[config.mk]
export PLATFORM = sky130hd
export DESIGN_NAME = harvard_avalon_bridge
export DESIGN_NICKNAME = d
export VERILOG_FILES = /design/src/rtl/harvard_avalon_bridge.sv
export SDC_FILE = /design/constraint.sdc
export NUM_CORES = 1
export LEC_CHECK = 0
export ABC_AREA = 1
export BUFFER_PORTS_ARGS = -buffer_cell sky130_fd_sc_hd__buf_2
export CORE_MARGIN = 10
export CORE_UTILIZATION = 40
export DETAILED_ROUTE_END_ITERATION = 8
export PLACE_DENSITY = 0.89
export SYNTH_ARGS = -nofsm -noshare
export SYNTH_HDL_FRONTEND = slang
export SYNTH_SLANG_ARGS = --single-unit
[constraint.sdc]
create_clock -name clk -period 1.6 [get_ports clk]
set_input_delay 0.08 -clock clk [delete_from_list [all_inputs] [get_ports clk]]
set_output_delay 0.08 -clock clk [all_outputs]
set_load 0.1 [all_outputs]
[src/rtl/harvard_avalon_bridge.sv]
// -----------------------------------------------------------------------------
// harvard_avalon_bridge
//
// Lets a Harvard-style CPU (separate instruction and data ports) run from a
// single Avalon-MM master port. The CPU is single-stepped through its
// clk_enable: each instruction is fetched, optionally followed by one data
// read or write, and then the CPU is allowed exactly one clock to retire it.
//
// Ports
//   clk, reset          sole clock; asynchronous active-low reset
//   enable              host run-enable (sampled in IDLE and at end of STEP)
//   cpu_active          CPU still running; low at end of STEP stops the bridge
//   cpu_clk_enable      one-cycle pulse per retired instruction
//   instr_address       CPU fetch address
//   instr_readdata      latched instruction word
//   data_address        CPU data address
//   data_writedata      CPU store word (already byte-merged by the CPU)
//   data_read/write     CPU data strobes, decoded from instr_readdata
//   data_readdata       latched load word
//   avm_*               Avalon-MM master (word-aligned, full-word accesses)
//   busy                high whenever the bridge is not IDLE
// -----------------------------------------------------------------------------
module harvard_avalon_bridge (
   input  logic        clk,
   input  logic        reset,
   input  logic        enable,
   input  logic        cpu_active,
   output logic        cpu_clk_enable,
   input  logic [31:0] instr_address,
   output logic [31:0] instr_readdata,
   input  logic [31:0] data_address,
   input  logic [31:0] data_writedata,
   input  logic        data_read,
   input  logic        data_write,
   output logic [31:0] data_readdata,
   output logic [31:0] avm_address,
   output logic        avm_read,
   output logic        avm_write,
   output logic [31:0] avm_writedata,
   output logic [3:0]  avm_byteenable,
   input  logic [31:0] avm_readdata,
   input  logic        avm_waitrequest,
   output logic        busy
);

   typedef enum logic [2:0] {
      S_IDLE,
      S_FETCH,
      S_DECIDE,
      S_DREAD,
      S_DWRITE,
      S_STEP
   } state_t;

   state_t      r_state;
   state_t      w_next;
   logic [31:0] r_instr;
   logic [31:0] r_data;

   // Byte lanes are the CPU's concern; the bus only ever sees whole words.
   logic w_unused_addr_bits;
   assign w_unused_addr_bits = &{1'b0, instr_address[1:0], data_address[1:0]};

   // NOTE: sequential state uses non-blocking (<=) so every register samples
   // the pre-edge values; blocking here would create order-dependent races.
   always_ff @(posedge clk or negedge reset) begin
      if (!reset) begin
         r_state <= S_IDLE;
      end else begin
         r_state <= w_next;
      end
   end

   // NOTE: these are plain registers, not memories, so they take the async
   // reset; a reset mid-transfer therefore never leaves a partial latch.
   always_ff @(posedge clk or negedge reset) begin
      if (!reset) begin
         r_instr <= '0;
         r_data  <= '0;
      end else begin
         if (r_state == S_FETCH && !avm_waitrequest) begin
            r_instr <= avm_readdata;
         end
         if (r_state == S_DREAD && !avm_waitrequest) begin
            r_data <= avm_readdata;
         end
      end
   end

   // NOTE: every output of this block gets a default first, so no path
   // through the case can leave one unassigned and infer a latch.
   always_comb begin
      w_next         = r_state;
      avm_read       = 1'b0;
      avm_write      = 1'b0;
      cpu_clk_enable = 1'b0;
      avm_address    = {instr_address[31:2], 2'b00};

      case (r_state)
         S_IDLE: begin
            if (enable) w_next = S_FETCH;
         end
         S_FETCH: begin
            avm_read = 1'b1;
            if (!avm_waitrequest) w_next = S_DECIDE;
         end
         // The CPU's data strobes are decoded from the freshly latched word,
         // so they are only trusted here. A store wins over a load.
         S_DECIDE: begin
            if (data_write)     w_next = S_DWRITE;
            else if (data_read) w_next = S_DREAD;
            else                w_next = S_STEP;
         end
         S_DREAD: begin
            avm_read    = 1'b1;
            avm_address = {data_address[31:2], 2'b00};
            if (!avm_waitrequest) w_next = S_STEP;
         end
         S_DWRITE: begin
            avm_write   = 1'b1;
            avm_address = {data_address[31:2], 2'b00};
            if (!avm_waitrequest) w_next = S_STEP;
         end
         // The run-enable is only honoured here, so dropping it never aborts
         // an instruction part-way through.
         S_STEP: begin
            cpu_clk_enable = 1'b1;
            w_next = (enable && cpu_active) ? S_FETCH : S_IDLE;
         end
         default: begin
            w_next = S_IDLE;
         end
      endcase
   end

   assign busy           = (r_state != S_IDLE);
   assign avm_writedata  = data_writedata;
   assign avm_byteenable = 4'hF;
   assign instr_readdata = r_instr;
   assign data_readdata  = r_data;

endmodule
==> impl_results.md <==
- Core area: 8299 um2
- Fmax: 571.4 MHz
- Final Util: 67.87%
- Worst-path cell chain: nand2_2, nand2_2, o21ai_4, buf_12, buf_12, nand2_2, nand2_4, buf_12
- CTS tree: done
- Total Wirelength: 14.17 mm
- Reg2Reg Depth: 8
- CP Depth: 8
- Number of synthesized flops with an enable pin: 0
- Pre-Repair DR Iteration Count: 5
- Most frequent cell after synthesis: nand2_1
- Vias per inst: 4.896
- DR WL/cell: 19.20 um
- Area leader, netlist: dfrtp_1
- CTS Buffer Depth: 2
- R2r setup slk: 0.08 ns
- Layout net count: 762
- CP bufs+invs: 3
- Clock sink count: 67
- Main synth FF type: dfrtp_1
- Critical Path Start Type: flop
- DRC violations left: 0
- RR Startpoint: r_state[0]$_DFFE_PN0P_
- Final setup violation count: 30
- Worst-path maximum fanout: 7
- Layout cells sized above 1: 53.41%
- Non-filler instance count after layout: 738
- IO Pins: 271
- Clock Latency Late Sink: 0.34 ns
- GR peak layer: met2
- Syn-to-layout area delta: 62.82%
- Syn avg cell area: 8.218 um2
- Synthesized area: 3460 um2
- Die Y: 113 um
- RSZ-0062 raised after global routing: true
- Violated checks: negative setup slack
- Yosys cell types: 18
- Status: finished with violations
- Synth warnings: 0
- PortBufs: 196
- Clk root buf: clkbuf_8
- Endpoints failing hold: 0
- Initial Util: 41.69%
- Number of synthesized register bits: 67
- Gpl congestion: 0.9211
- Period minus WS final: 1.750 ns
- Std-Cell Rows: 33
- Setup slack after layout: -0.1502 ns
- Total track usage: 20.84%
- Remaining Overflow, GRT: 0
- Via count: 3613
- Async set or reset register ratio after synthesis: 100.0%
- CTS clk-pin slew, worst paths: 0.08 ns
- Post-synth top cells: nand2_1, dfrtp_1, o21ai_1
- CTS H-tree lvls: 3
- Grt met1 use: 19.08%
- Top-area cell type share of the netlist area: 48.46%
- Largest net degree at the start of global routing: 57
- Met2 global-route usage: 37.75%
- Register area: 1677 um2
- CP required: 1.52 ns
- Slowest stage delay, CP: 0.44 ns
- CP startpoint: r_state[0]$_DFFE_PN0P_
- Placed insts: 684
- Die W: 113 um
- Max_cap viols: 0
- Pins over their slew limit: 0
- Worst path slowest cell: dfrtp_1
- Main area contributors after synthesis: dfrtp_1, nand2_1, buf_4, o21ai_1, o21ai_2
- Vias in the first global route: 3901
- Crit Path Category: reg2out
- First-pass GRT wire length: 21.49 mm
- Antenna violations before repair: 2
- DRT antenna net count: 0
- Relative slew slack: 65.60%
- Mapped Cells: 421
- DP Worst Slack: 0.08548 ns
- Area of the multi-input gates: 1425 um2
- GR Util met3: 10.99%
- Clock skew: 0.004108 ns
- Critical Path Sink: avm_address[28]
- Dpl hpwl: 10.76 mm
- Hold Path Class: in2reg
- Worst-Margin Slew: 0.5196 ns
- Family with the most delay on the worst path: buffers and inverters
- Filler cells: 598
- Reg2reg end: data_readdata[9]$_DFFE_PN0P_
- Crit path DAT: 1.67 ns
- Fin crit share: 109.4%
- DRT iter0 DRCs: 166
- Die area: 12770 um2
- TritonCTS Buffers: 9
- Seq/Total Area, Yosys: 48.46%
- Nature of the critical path endpoint: output port
## layout by cell type (no fill, tap or decap), drive strengths merged
master       count
buf            227
nand2          172
dfrtp           67
o21ai           67
inv             44
dlygate4sd3     20
clkbuf          10
nand3            9
conb             6
nor2             5
diode            2
clkinvlp         2
nor3             1
clkinv           1
## sequential cells by signal, summed over array words and instances, names as in the netlist
| signal | flops |
|---|---|
| data_readdata | 32 |
| instr_readdata | 32 |
| r_state | 3 |
## area by class of cell
cell class / instances / share of cell area, %
Tap cell: 105 / 2.332
Inverter: 42 / 3.088
Sequential cell: 67 / 29.76
Clock buffer: 10 / 2.443
Multi-Input combinational cell: 260 / 25.30
Clock inverter: 5 / 0.6664
Timing Repair Buffer: 247 / 36.32
Antenna cell: 2 / 0.08885
## logic make-up (layout without fill, tap and decap cells)
kind of cell	count (synthesis)	after routing	synth area share, %
flops	67	67	48.46
other cells	2	8	0.2171
compound gates	67	67	12.08
buf+inv	99	304	17.79
simple gates	186	187	21.45
## through the flow
step	hold WS, ns	setup TNS, ns	area (um2)
after detailed placement	0.03916	0	4912
after floorplan	-0.2156	-6.436	3626
after global placement	0.03034	0	4912
after global routing	0.009648	-5.778	5633
after CTS	0.001366	-2.488	5513
final	0.01389	-3.762	5633
## routing by layer
| layer | up-vias | wire (um) |
|---|---|---|
| li1 | 1670 | - |
| met1 | 1697 | 4596 |
| met2 | 219 | 7425 |
| met3 | 27 | 1755 |
| met4 | 0 | 395 |
| met5 | - | 0 |
## worst reg2reg max path: cells and delay by family (launching register included)
family / cells / cell delay (ns)
compound gates: 1 / 0.08
flops: 1 / 0.45
simple gates: 3 / 0.33
buf+inv: 4 / 0.55
## worst min-delay path by stage
| stage | cells after the start | endpoint | slack [ns] | from |
|---|---|---|---|---|
| finish | 3 | instr_readdata[12]$_DFFE_PN0P_ | 0.01 | avm_readdata[12] |
| global route | 3 | instr_readdata[12]$_DFFE_PN0P_ | 0.01 | avm_readdata[12] |
| CTS | 3 | instr_readdata[8]$_DFFE_PN0P_ | 0.001 | avm_readdata[8] |
| detailed placement | 1 | data_readdata[7]$_DFFE_PN0P_ | 0.04 | reset |
| global placement | 1 | data_readdata[10]$_DFFE_PN0P_ | 0.03 | reset |
| floorplan | 0 | data_readdata[0]$_DFFE_PN0P_ | -0.22 | reset |
## timing repair
action | 4_1_cts | 5_1_grt
buffers inserted | 8 | 6
pin swaps | 21 | 8
endpoints found under the hold margin | 42 | 0
gates resized for setup | 32 | 11
hold buffers | 20 | 0
gates cloned | 2 | 1
endpoints found under the setup margin | 31 | 38
Power is not shown: default switching activity piles up to over one toggle a cycle in this logic, so the estimate is an artifact.
